[config.mk]
export PLATFORM = sky130hd
export DESIGN_NAME = ahb2_mst_bridge_flat
export DESIGN_NICKNAME = d
export VERILOG_FILES = /design/src/rtl/ahb2_mst_bridge_if.sv /design/src/rtl/ahb2_mst_bridge.sv /design/src/flat_wrapper.sv
export SDC_FILE = /design/constraint.sdc
export NUM_CORES = 1
export LEC_CHECK = 0
export ABC_AREA = 1
export BUFFER_PORTS_ARGS = -buffer_cell sky130_fd_sc_hd__clkbuf_2
export CAP_MARGIN = 30
export CORE_ASPECT_RATIO = 0.7
export CORE_MARGIN = 8
export CORE_UTILIZATION = 48
export CTS_CLUSTER_DIAMETER = 40
export DETAILED_ROUTE_END_ITERATION = 16
export GPL_TIMING_DRIVEN = 0
export PLACE_DENSITY = 0.71
export SETUP_SLACK_MARGIN = 0.2
export SYNTH_ARGS = -nofsm -noshare
export SYNTH_HDL_FRONTEND = slang
export SYNTH_SLANG_ARGS = --single-unit
[constraint.sdc]
create_clock -name clk -period 2.8 [get_ports clk]
set_clock_uncertainty 0.1 [all_clocks]
set_input_delay 0.14 -clock clk [delete_from_list [all_inputs] [get_ports clk]]
set_output_delay 0.14 -clock clk [all_outputs]
set_load 0.005 [all_outputs]
[src/rtl/ahb2_mst_bridge_if.sv]
// Command/response handshake and AHB-Lite master bus bundle for ahb2_mst_bridge.
// The master modport is the bridge's view; the slave modport is the surrounding system's view.
interface ahb2_mst_bridge_if #(
  parameter int ADDR_WIDTH = 32
);
  logic                  cmd_valid;
  logic                  cmd_ready;
  logic                  cmd_write;
  logic [ADDR_WIDTH-1:0] cmd_addr;
  logic [31:0]           cmd_wdata;

  logic                  rsp_valid;
  logic                  rsp_ready;
  logic                  rsp_write;
  logic [31:0]           rsp_rdata;
  logic                  rsp_err;

  logic [ADDR_WIDTH-1:0] ahb_haddr;
  logic [1:0]            ahb_htrans;
  logic                  ahb_hwrite;
  logic [2:0]            ahb_hsize;
  logic [2:0]            ahb_hburst;
  logic [31:0]           ahb_hwdata;
  logic [31:0]           ahb_hrdata;
  logic                  ahb_hready;
  logic                  ahb_hresp;

  modport master (
    input  cmd_valid, cmd_write, cmd_addr, cmd_wdata,
    output cmd_ready,
    output rsp_valid, rsp_write, rsp_rdata, rsp_err,
    input  rsp_ready,
    output ahb_haddr, ahb_htrans, ahb_hwrite, ahb_hsize, ahb_hburst, ahb_hwdata,
    input  ahb_hrdata, ahb_hready, ahb_hresp
  );

  modport slave (
    output cmd_valid, cmd_write, cmd_addr, cmd_wdata,
    input  cmd_ready,
    input  rsp_valid, rsp_write, rsp_rdata, rsp_err,
    output rsp_ready,
    input  ahb_haddr, ahb_htrans, ahb_hwrite, ahb_hsize, ahb_hburst, ahb_hwdata,
    output ahb_hrdata, ahb_hready, ahb_hresp
  );
endinterface

[src/rtl/ahb2_mst_bridge.sv]
// Command/response to AHB-Lite single-word master bridge: address stage, data stage
// and an in-order response FIFO sized so every transfer in flight always has a slot.
module ahb2_mst_bridge #(
  parameter int ADDR_WIDTH = 32,
  parameter int RSP_DEPTH  = 4
) (
  input logic              clk,
  input logic              rst,
  ahb2_mst_bridge_if.master bus
);

  localparam int PW = $clog2(RSP_DEPTH);
  localparam int CW = PW + 1;

  logic                  run;
  logic                  a_v;
  logic [31:0]           a_wdata;
  logic [ADDR_WIDTH-1:0] haddr_q;
  logic                  hwrite_q;
  logic                  d_v;
  logic                  d_write;
  logic [31:0]           hwdata_q;

  logic [31:0]           fifo_rdata [RSP_DEPTH];
  logic [RSP_DEPTH-1:0]  fifo_write;
  logic [RSP_DEPTH-1:0]  fifo_err;
  logic [PW-1:0]         wr_ptr;
  logic [PW-1:0]         rd_ptr;
  logic [CW-1:0]         count;
  logic [CW:0]           in_flight;

  logic accept;
  logic push;
  logic pop;

  // Slots already claimed: both pipeline stages plus queued responses.
  always_comb begin
    in_flight = {{CW{1'b0}}, a_v} + {{CW{1'b0}}, d_v} + {1'b0, count};
  end

  assign bus.cmd_ready = run & (~a_v | bus.ahb_hready) & (in_flight < (CW+1)'(RSP_DEPTH));
  assign accept        = bus.cmd_valid & bus.cmd_ready;
  assign push          = d_v & bus.ahb_hready;
  assign pop           = (count != '0) & bus.rsp_ready;

  always_ff @(posedge clk) begin
    if (rst) begin
      run      <= 1'b0;
      a_v      <= 1'b0;
      a_wdata  <= '0;
      haddr_q  <= '0;
      hwrite_q <= 1'b0;
      d_v      <= 1'b0;
      d_write  <= 1'b0;
      hwdata_q <= '0;
      wr_ptr   <= '0;
      rd_ptr   <= '0;
      count    <= '0;
    end else begin
      run <= 1'b1;
      if (bus.ahb_hready) begin
        d_v     <= a_v;
        d_write <= hwrite_q;
        if (a_v && hwrite_q) hwdata_q <= a_wdata;
      end
      // An empty A stage may be refilled even while the slave stalls.
      if (bus.ahb_hready || !a_v) a_v <= accept;
      if (accept) begin
        haddr_q  <= bus.cmd_addr & ~(ADDR_WIDTH'(3));
        hwrite_q <= bus.cmd_write;
        a_wdata  <= bus.cmd_wdata;
      end
      if (push) wr_ptr <= wr_ptr + 1'b1;
      if (pop)  rd_ptr <= rd_ptr + 1'b1;
      case ({push, pop})
        2'b10:   count <= count + 1'b1;
        2'b01:   count <= count - 1'b1;
        default: count <= count;
      endcase
    end
  end

  always_ff @(posedge clk) begin
    if (push) begin
      fifo_rdata[wr_ptr] <= d_write ? 32'h0 : bus.ahb_hrdata;
      fifo_write[wr_ptr] <= d_write;
      fifo_err[wr_ptr]   <= bus.ahb_hresp;
    end
  end

  // Response fields read as zero whenever the FIFO is empty, including during reset.
  assign bus.rsp_valid  = (count != '0);
  assign bus.rsp_write  = bus.rsp_valid & fifo_write[rd_ptr];
  assign bus.rsp_rdata  = bus.rsp_valid ? fifo_rdata[rd_ptr] : 32'h0;
  assign bus.rsp_err    = bus.rsp_valid & fifo_err[rd_ptr];

  assign bus.ahb_haddr  = haddr_q;
  assign bus.ahb_htrans = a_v ? 2'b10 : 2'b00;
  assign bus.ahb_hwrite = hwrite_q;
  assign bus.ahb_hsize  = 3'b010;
  assign bus.ahb_hburst = 3'b000;
  assign bus.ahb_hwdata = hwdata_q;

endmodule

[src/flat_wrapper.sv]
// flat-port wrapper written by rule: the top's interface ports become plain ports
module ahb2_mst_bridge_flat 
#(
  parameter int ADDR_WIDTH = 32,
  parameter int RSP_DEPTH  = 4
)
  (clk, rst, bus_cmd_valid, bus_cmd_write, bus_cmd_addr, bus_cmd_wdata, bus_cmd_ready, bus_rsp_valid, bus_rsp_write, bus_rsp_rdata, bus_rsp_err, bus_rsp_ready, bus_ahb_haddr, bus_ahb_htrans, bus_ahb_hwrite, bus_ahb_hsize, bus_ahb_hburst, bus_ahb_hwdata, bus_ahb_hrdata, bus_ahb_hready, bus_ahb_hresp);
  ahb2_mst_bridge_if #(.ADDR_WIDTH(ADDR_WIDTH)) bus_i ();
  input logic clk;
  input logic rst;
  input wire logic [$bits(bus_i.cmd_valid)-1:0] bus_cmd_valid;
  input wire logic [$bits(bus_i.cmd_write)-1:0] bus_cmd_write;
  input wire logic [$bits(bus_i.cmd_addr)-1:0] bus_cmd_addr;
  input wire logic [$bits(bus_i.cmd_wdata)-1:0] bus_cmd_wdata;
  output wire logic [$bits(bus_i.cmd_ready)-1:0] bus_cmd_ready;
  output wire logic [$bits(bus_i.rsp_valid)-1:0] bus_rsp_valid;
  output wire logic [$bits(bus_i.rsp_write)-1:0] bus_rsp_write;
  output wire logic [$bits(bus_i.rsp_rdata)-1:0] bus_rsp_rdata;
  output wire logic [$bits(bus_i.rsp_err)-1:0] bus_rsp_err;
  input wire logic [$bits(bus_i.rsp_ready)-1:0] bus_rsp_ready;
  output wire logic [$bits(bus_i.ahb_haddr)-1:0] bus_ahb_haddr;
  output wire logic [$bits(bus_i.ahb_htrans)-1:0] bus_ahb_htrans;
  output wire logic [$bits(bus_i.ahb_hwrite)-1:0] bus_ahb_hwrite;
  output wire logic [$bits(bus_i.ahb_hsize)-1:0] bus_ahb_hsize;
  output wire logic [$bits(bus_i.ahb_hburst)-1:0] bus_ahb_hburst;
  output wire logic [$bits(bus_i.ahb_hwdata)-1:0] bus_ahb_hwdata;
  input wire logic [$bits(bus_i.ahb_hrdata)-1:0] bus_ahb_hrdata;
  input wire logic [$bits(bus_i.ahb_hready)-1:0] bus_ahb_hready;
  input wire logic [$bits(bus_i.ahb_hresp)-1:0] bus_ahb_hresp;
  assign bus_i.cmd_valid = bus_cmd_valid;
  assign bus_i.cmd_write = bus_cmd_write;
  assign bus_i.cmd_addr = bus_cmd_addr;
  assign bus_i.cmd_wdata = bus_cmd_wdata;
  assign bus_cmd_ready = bus_i.cmd_ready;
  assign bus_rsp_valid = bus_i.rsp_valid;
  assign bus_rsp_write = bus_i.rsp_write;
  assign bus_rsp_rdata = bus_i.rsp_rdata;
  assign bus_rsp_err = bus_i.rsp_err;
  assign bus_i.rsp_ready = bus_rsp_ready;
  assign bus_ahb_haddr = bus_i.ahb_haddr;
  assign bus_ahb_htrans = bus_i.ahb_htrans;
  assign bus_ahb_hwrite = bus_i.ahb_hwrite;
  assign bus_ahb_hsize = bus_i.ahb_hsize;
  assign bus_ahb_hburst = bus_i.ahb_hburst;
  assign bus_ahb_hwdata = bus_i.ahb_hwdata;
  assign bus_i.ahb_hrdata = bus_ahb_hrdata;
  assign bus_i.ahb_hready = bus_ahb_hready;
  assign bus_i.ahb_hresp = bus_ahb_hresp;
  ahb2_mst_bridge #(.ADDR_WIDTH(ADDR_WIDTH), .RSP_DEPTH(RSP_DEPTH)) u_core (.clk(clk), .rst(rst), .bus(bus_i));
endmodule
After elaboration in Yosys (flattened, before gate mapping)
Memories as Yosys holds them, arrays and structs flattened. A register that Yosys moved wholly into a read port is not among the register bits.
Index checks and enable logic that the tools add are counted.
{ "totals": {"out_inout_bits": 109, "elab_cells": 59, "input_bits": 103, "memories": 1, "ramBits": 128, "reg_bits": 114} }
{ "mem_list": {"columns": ["name", "depth", "word_bits", "read_ports", "rd_ports_with_merged_regs", "write_ports", "line_no", "source"], "rows": [
  ["u_core.fifo_rdata", 4, 32, 1, 1, 1, "ahb2_mst_bridge.sv:24", "logic [31:0] fifo_rdata [RSP_DEPTH];"]
]} }
{ "op_classes": {"reduce_logical": 7, "n_bitwise": 9, "mux": 17, "add_sub_neg": 6, "n_lt_le_gt_ge": 4, "n_eq_ne": 2} }
{ "ops": {"columns": ["op", "n"], "rows": [
  ["32-bit 2-to-1 mux", 2],
  ["4-bit bitwise mux", 2],
  ["1-bit bitwise AND", 7],
  ["2-bit by 3-bit less-than comparator with 1-bit output, second input constant", 2],
  ["1-bit 2-to-1 mux", 6],
  ["2-bit 2-to-1 mux", 3],
  ["3-bit case mux with 2 select lines", 1],
  ["2-bit by 1-bit adder with 2-bit output, second input constant", 2],
  ["4-bit by 3-bit adder with 4-bit output", 1],
  ["1-bit binary-select mux with 2-bit select", 2],
  ["4-bit by 3-bit less-than comparator with 1-bit output, second input constant", 1],
  ["3-bit by 1-bit adder with 3-bit output, second input constant", 1],
  ["3-bit nonzero test", 1],
  ["3-bit by 1-bit subtractor with 3-bit output, second input constant", 1],
  ["1-bit by 1-bit adder with 2-bit output", 1],
  ["1-bit demux with 2-bit select", 1],
  ["2-bit by 1-bit == test with 1-bit output, second input constant", 1],
  ["2-bit == test, second input constant", 1],
  ["2-bit by 1-bit greater-or-equal comparator with 1-bit output, second input constant", 1],
  ["1-bit logical AND", 2],
  ["2-bit AND reduction", 1],
  ["2-bit nonzero test", 1],
  ["1-bit zero test", 1],
  ["1-bit logical OR", 1],
  ["2 further kinds", 2]
]} }

Depth between registers and ports, before layout
Gate-level depths: netlist of run 1.
{ "depth": {"word_depth": 5, "ltp_mapped": 12, "depth_no_buf": 12} }

Least setup slack after synthesis of run 1
OpenSTA, ideal clock, no wires.
{ "synth_path": {"path_kind": "register to register", "from": "reg u_core.wr_ptr[0] (netlist name)", "to": "reg u_core.fifo_err[2], enable pin", "required_time_ns": 2.275, "synth_period_minus_slack_ns": 2.547, "stages_incl_launch_ff": 5, "n_path_buf": 0, "setup_time_ns": 0.425, "arrival_ns": 2.022, "setup_slack_ns": 0.253, "cell_sequence": "dfxtp_1 inv_1 ha_1 inv_1 nor2_1"} }
{ "synth_lines": {"columns": ["item", "line_no", "source"], "rows": [
  ["end signal, assigned by index", "ahb2_mst_bridge.sv:87", "fifo_err[wr_ptr] <= bus.ahb_hresp;"],
  ["end, declared", "ahb2_mst_bridge.sv:26", "logic [RSP_DEPTH-1:0] fifo_err;"]
]} }

Worst setup path in the final report of run 1
{ "layout_path": {"from": "reg u_core.a_v", "to": "out bus_cmd_ready"} }
{ "layout_via": {"elab_chain_len": 4} }
{ "layout_lines": {"columns": ["item", "line_no", "source"], "rows": [
  ["start, declared", "ahb2_mst_bridge.sv:16", "logic a_v;"],
  ["start signal, assigned", "ahb2_mst_bridge.sv:67", "if (bus.ahb_hready || !a_v) a_v <= accept;"],
  ["1-bit by 1-bit adder with 2-bit output / 1-bit NOT (equally long branches)", "ahb2_mst_bridge.sv:38, ahb2_mst_bridge.sv:41", null],
  ["4-bit by 3-bit adder with 4-bit output / 1-bit bitwise OR (equally long branches)", "ahb2_mst_bridge.sv:38, ahb2_mst_bridge.sv:41", null],
  ["4-bit by 3-bit less-than comparator with 1-bit output / 1-bit bitwise AND (equally long branches)", "ahb2_mst_bridge.sv:41", "assign bus.cmd_ready = run & (~a_v | bus.ahb_hready) & (in_flight < (CW+1)'(RSP_DEPTH));"],
  ["1-bit bitwise AND (*)", "ahb2_mst_bridge.sv:41", null],
  ["end, declared", "flat_wrapper.sv:15", "output wire logic [$bits(bus_i.cmd_ready)-1:0] bus_cmd_ready;"]
]} }
Every way passes the cells marked *; elsewhere a longest branch is shown, timed or not.

==> metrics, run 1 <==
run status=completed; Most used DFF post-synth=sky130_fd_sc_hd__edfxtp_1; routed vias/inst=4.869; internal cell power=7136 uW; final global-route overflow total=0; arrival time of the worst setup path=2.25 ns; clock root buffer=sky130_fd_sc_hd__clkbuf_16; CTS tree=built; slowest stage cell on the critical path=sky130_fd_sc_hd__dfxtp_1; slew at the pin closest to its max-slew limit=0.6702 ns; Synth async-reset ratio=0; type of element launching the critical path=flop; clock sink count=244; Gate Count Post-Synth=1,236; list of cells traversed by the critical path=ha_1 -> ha_1 -> nand3_1 -> buf_6 -> buf_4 -> nor3b_2 -> clkbuf_2; Most Frequent Cell on Critical Path=sky130_fd_sc_hd__ha_1; number of flops mapped to enable cells by yosys=136; overall routing resource usage=0.2113; number of port buffers=198; I/O Pins=212; leading cell types by count after synthesis=sky130_fd_sc_hd__inv_1 (271), sky130_fd_sc_hd__nor2_1 (239), sky130_fd_sc_hd__edfxtp_1 (136); effective utilization at floorplan=0.4875; post-synthesis average cell area=8.528 sq um; post-CTS clock slew at the launch and capture registers of the worst setup and hold paths=0.06 ns; clock buffer count from CTS=28; fin crit period=2.494 ns; setup slack of the critical path after layout=0.3061 ns; clock buffer depth=3; Vias=9,168; estimated wirelength of the detail-placed design=18,900 um; share of the synthesized area in the top cell type=0.3875; post-synthesis cell type count=25; setup repair after global routing missed its margin=no; power per cell area=702.1 nW/um^2; DIE HEIGHT=140.0 um; standard-cell rows=45; period utilization=0.8907; count of nets left with antenna violations after detail routing=0; post-layout total power=9900 uW; ranking of synthesized cells by area=sky130_fd_sc_hd__edfxtp_1 (39%), sky130_fd_sc_hd__dfxtp_1 (21%), sky130_fd_sc_hd__inv_1 (9.7%); wirelength, routed=29,180 um; switching portion of total power=0.2793; number of max-cap violations=0; critical path peak fanout=10; Crit path largest cell delay=0.34 ns; post-synthesis cell area=10,540 sq um; number of iterations in the first detailed-routing pass=5; number of antenna violations at the first check in global routing=3; via count of the first global-routing pass=9,180; area of the die=27,030 sq um; crit path capture type=output pin; combinational share of power=0.195; Clock power frac=0.400; placeable core area=21,620 sq um; count leader, synth=sky130_fd_sc_hd__inv_1; required time at the endpoint of the critical path=2.56 ns; Slew Limit Headroom=0.5532; max-slew violation count=0; final layout net count=1,687; setup violation total in the final timing report=0; most area-hungry cell type in the Yosys netlist=sky130_fd_sc_hd__edfxtp_1; layout overhead on the synthesized area=33.78%; Switch Pwr=2765 uW; Placement Setup Slack=0.5236 ns; GP Congestion=0.8200; Die X=193.1 um; share of synthesized area occupied by flip-flops and latches=0.5926; pin count of the biggest net entering global routing=22; portion of total power attributed to sequential cells=0.406; maximum level of the CTS H-tree=1; yosys synthesis warning count=0; proportion of layout cells with a drive suffix above 1=0.1834; clock insertion delay at the later pin of the skew report=0.53 ns; worst hold path class=in -> reg; timing-limited maximum frequency=0.4010 GHz; flops & latches, synth=244; number of DRC markers in iteration 0=596; global-route wire length before repair=45,730 um; DRC violations left=0; worst hold margin=0.03087 ns; static leakage power=0.006514 uW; total count of hold-check failures in the final report=0; Total Neg Setup Slack=0 ns; type of the worst setup path=reg -> out; average wire length per cell after detail routing=15.50 um; worst voltage drop across the vdd grid=0.4578 mV
layer usage:
layer / share of wire / wire length [um] / GRT usage / vias up
met3: 0.078 / 2286 / 0.04291 / 78
li1: - / - / - / 4543
met4: 0.033 / 963 / 0.07065 / 0
met1: 0.42 / 12310 / 0.2691 / 4182
met2: 0.47 / 13630 / 0.3544 / 365
met5: 0 / 0 / 0 / -
flip-flops by register name (all words and copies together) (netlist names), 2 cells and up, named ones only:
register	cells
u_core.fifo_write	4
u_core.count	3
u_core.bus.ahb_haddr	30
u_core.fifo_err	4
u_core.rd_ptr	2
u_core.a_wdata	32
u_core.wr_ptr	2
u_core.bus.ahb_hwdata	32
u_core.fifo_rdata	128
final timing paths:
path                            start                  endpoint  slack, ns  depth (start not counted)
max                        u_core.a_v             bus_cmd_ready       0.31                          7
min                     bus_cmd_valid  u_core.bus.ahb_haddr[14]       0.03                          4
max reg2reg                u_core.a_v  u_core.bus.ahb_haddr[13]       0.47                          9
min reg2reg  u_core.bus.ahb_hwdata[0]  u_core.bus.ahb_hwdata[0]       0.35                          2
final cells by class:
cell class	count	area [sq um]
fillers	1720	7520
flip-flops and latches	244	6246
multi-input cells	645	2964
repair buffers	303	2105
inverters	273	1025
clock buffers	33	750.7
plain buffers	81	381.6
well taps	282	352.8
clock inverters	19	269.0
diodes	3	7.507
kinds of logic after synthesis:
logic type                 Yosys count  share of synthesized area
and+or+nand+nor                    443                     0.1764
other                                2                  0.0007125
DFF                                244                     0.5926
AOI/OAI and AO/OA                  185                    0.08808
adders and majority gates            8                    0.01021
buffers and inverters              354                     0.1320
timing repair:
action                                  4_1_cts  5_1_grt
resized for setup                             3        9
buffers inserted                              0        0
gates cloned                                  0        0
endpoints found under the hold margin       202        0
pin swaps                                     0        0
endpoints found under the setup margin        1        9
hold buffers                                101        0
power groups by stage:
stage	clock [uW]	combinational, uW	sequential (uW)
finish	3960	1930	4010
floorplan	0	1030	4080
detailed placement	0	1790	4090
CTS	4010	1920	4010
global route	4160	2150	4030
global placement	0	1750	4090
through the flow:
| step | cell area [sq um] | util | cells |
|---|---|---|---|
| 2_1_floorplan | 10570 | - | 1243 |
| 3_3_place_gp | 11910 | 0.5509 | 1723 |
| 3_5_place_dp | 12040 | 0.5570 | 1727 |
| 4_1_cts | 14080 | 0.6514 | 1880 |
| 5_1_grt | 14100 | 0.6522 | 1883 |
| 6_report | 14100 | 0.6522 | 1883 |
worst max-delay path: cells and delay by family (launching register included):
family / cells / cell delay, ns
buffers and inverters: 3 / 0.55
adder cells (fa/ha/maj): 2 / 0.45
flip-flops: 1 / 0.34
AND/OR/NAND/NOR: 2 / 0.39
placed cells by master, fill, tap and decap left out, types with 2 or more instances in the layout:
cell type,count
sky130_fd_sc_hd__inv_1,271
sky130_fd_sc_hd__nor2_1,235
sky130_fd_sc_hd__clkbuf_2,203
sky130_fd_sc_hd__edfxtp_1,136
sky130_fd_sc_hd__nand2_1,132
sky130_fd_sc_hd__dfxtp_1,108
sky130_fd_sc_hd__o21ai_0,107
sky130_fd_sc_hd__dlygate4sd3_1,101
sky130_fd_sc_hd__a21oi_1,76
sky130_fd_sc_hd__nand4_1,63
sky130_fd_sc_hd__clkbuf_1,38
sky130_fd_sc_hd__clkbuf_16,29
sky130_fd_sc_hd__buf_2,18
sky130_fd_sc_hd__buf_1,11
sky130_fd_sc_hd__buf_4,11
sky130_fd_sc_hd__conb_1,9
sky130_fd_sc_hd__ha_1,7
sky130_fd_sc_hd__bufinv_16,6
sky130_fd_sc_hd__nor2_4,5
sky130_fd_sc_hd__nand3_1,4
sky130_fd_sc_hd__clkinv_1,4
sky130_fd_sc_hd__diode_2,3
sky130_fd_sc_hd__clkinv_4,3
sky130_fd_sc_hd__inv_6,3
sky130_fd_sc_hd__buf_16,3
sky130_fd_sc_hd__clkinvlp_4,2
sky130_fd_sc_hd__clkinv_2,2
Power figures use the tool's default switching activity.
==> run 2: changes to the inputs <==
Settings changed: CTS_BUF_LIST from default to sky130_fd_sc_hd__clkbuf_8 sky130_fd_sc_hd__clkbuf_16.
==> run 2 against run 1 <==
Compared with the run above: total power hardly changed; critical path depth is the same; sequential cell count stayed put; via count down 0.14%; hold slack worse by 0.0015 ns; combinational power barely moved; fmax is essentially flat; register-to-register slack is essentially flat; die area is the same; worst setup slack about the same; utilization is the same; global-route usage stayed put; critical path type unchanged; critical endpoint unchanged; largest power group unchanged.
==> metrics, run 2 (same netlist as run 1, synthesis figures left out) <==
run status=completed; Clock power frac=0.399; count of nets left with antenna violations after detail routing=0; timing-limited maximum frequency=0.4010 GHz; DIE HEIGHT=140.0 um; slew at the pin closest to its max-slew limit=0.6793 ns; maximum level of the CTS H-tree=1; static leakage power=0.006526 uW; pin count of the biggest net entering global routing=22; effective utilization at floorplan=0.4875; combinational share of power=0.195; setup repair after global routing missed its margin=no; max-slew violation count=0; worst reg2reg path endpoint=u_core.bus.ahb_haddr[13]; register ranked first by flip-flop count=u_core.fifo_rdata; worst-case reg-to-reg path depth=9; crit path capture type=output pin; clock sink count=244; setup violation total in the final timing report=0; Vias=9,155; GP Congestion=0.8200; worst voltage drop across the vdd grid=0.4575 mV; Total Neg Setup Slack=0 ns; arrival time of the worst setup path=2.25 ns; clock root buffer=sky130_fd_sc_hd__clkbuf_16; worst hold path class=in -> reg; average wire length per cell after detail routing=15.52 um; number of iterations in the first detailed-routing pass=6; source of the critical timing path=u_core.a_v; type of the worst setup path=reg -> out; I/O Pins=212; r2r startpoint=u_core.a_v; post-CTS clock slew at the launch and capture registers of the worst setup and hold paths=0.06 ns; number of max-cap violations=0; final layout net count=1,687; overall routing resource usage=0.2113; period utilization=0.8907; number of port buffers=198; Filler Cells Inserted=1,720; via count of the first global-routing pass=9,180; proportion of layout cells with a drive suffix above 1=0.1834; Setup Fix Bufs, Post-CTS=0; switching portion of total power=0.2799; wirelength, routed=29,230 um; commonest cells after routing, fill and taps aside=sky130_fd_sc_hd__inv_1 (274), sky130_fd_sc_hd__nor2_1 (235), sky130_fd_sc_hd__clkbuf_2 (203), sky130_fd_sc_hd__edfxtp_1 (136), sky130_fd_sc_hd__nand2_1 (132); standard-cell rows=45; global-route wire length before repair=45,730 um; number of antenna violations at the first check in global routing=3; routed vias/inst=4.862; Slew Limit Headroom=0.5471; placeable core area=21,620 sq um; fin crit period=2.494 ns; required time at the endpoint of the critical path=2.56 ns; total count of hold-check failures in the final report=0; Die X=193.1 um; clock buffer count from CTS=28; estimated wirelength of the detail-placed design=18,900 um; layout overhead on the synthesized area=33.78%; CTS tree=built; flop2flop setup slack=0.47 ns; critical path peak fanout=10; number of DRC markers in iteration 0=596; portion of total power attributed to sequential cells=0.406; clock insertion delay at the later pin of the skew report=0.53 ns; Switch Pwr=2769 uW; most frequent standard cell in the layout excluding fill and tap cells=sky130_fd_sc_hd__inv_1; final global-route overflow total=0; clock buffer depth=3; area of the die=27,030 sq um; internal cell power=7125 uW; DRC violations left=0; post-layout total power=9893 uW; Worst Setup EP=bus_cmd_ready; type of element launching the critical path=flop; power per cell area=701.6 nW/um^2; max FFs per register=128
## run 2: metal layers
metal / track usage / vias to the layer above / wire length, um
met5: 0 / - / 0
li1: - / 4542 / -
met3: 0.04291 / 78 / 2234
met1: 0.2691 / 4170 / 12420
met4: 0.07065 / 0 / 939
met2: 0.3544 / 365 / 13630
## run 2: worst min-delay path by stage
stage                        startpoint                        to  slack (ns)  depth (start not counted)
after floorplan                     rst                u_core.a_v        0.11                          1
final                     bus_cmd_valid  u_core.bus.ahb_haddr[14]        0.03                          4
after CTS                 bus_cmd_valid  u_core.bus.ahb_haddr[14]       0.009                          4
after global routing      bus_cmd_valid  u_core.bus.ahb_haddr[14]        0.06                          4
after detailed placement            rst                u_core.a_v        0.27                          2
after global placement    bus_ahb_hresp        u_core.fifo_err[2]        0.26                          1
## run 2: area by class of cell
cell class | count | area (sq um) | share of cell area
antenna | 3 | 7.507 | 0.0005324
buffer | 81 | 381.6 | 0.02706
multi-input combinational | 645 | 2964 | 0.2102
tap | 282 | 352.8 | 0.02502
timing repair buffer | 303 | 2105 | 0.1492
clock buffer | 30 | 739.5 | 0.05244
clock inverter | 22 | 280.3 | 0.01988
sequential | 244 | 6246 | 0.4429
inverter | 273 | 1025 | 0.07267
## run 2: power by group through the flow
stage	clock [uW]	sequential [uW]	combinational, uW
floorplan	0	4080	1030
global placement	0	4090	1750
detailed placement	0	4090	1790
CTS	4000	4010	1920
global route	4150	4030	2150
finish	3950	4010	1930
## run 2: stage by stage
stage | utilization | area, sq um | hold slack [ns] | cells | worst slack [ns]
final | 0.6522 | 14100 | 0.02940 | 1883 | 0.3062
after global routing | 0.6522 | 14100 | 0.05719 | 1883 | 0.2202
after CTS | 0.6514 | 14080 | 0.009362 | 1880 | 0.2458
after detailed placement | 0.5570 | 12040 | 0.2676 | 1727 | 0.5236
after global placement | 0.5509 | 11910 | 0.2644 | 1723 | -0.9003
after floorplan | - | 10570 | 0.1091 | 1243 | 0.2528
## run 2: worst max-delay path, stage by stage, from the launching register on
cell and delay [ns]:
sky130_fd_sc_hd__dfxtp_1 0.34, sky130_fd_sc_hd__ha_1 0.19, sky130_fd_sc_hd__ha_1 0.26, sky130_fd_sc_hd__nand3_1 0.16, sky130_fd_sc_hd__buf_6 0.20, sky130_fd_sc_hd__buf_4 0.20
sky130_fd_sc_hd__nor3b_2 0.23, sky130_fd_sc_hd__clkbuf_2 0.15
## run 2: repair_timing
action                                  in CTS  in global routing
endpoints found under the setup margin       1                  9
endpoints found under the hold margin      202                  0
hold buffers                               101                  0
resized for setup                            3                  9
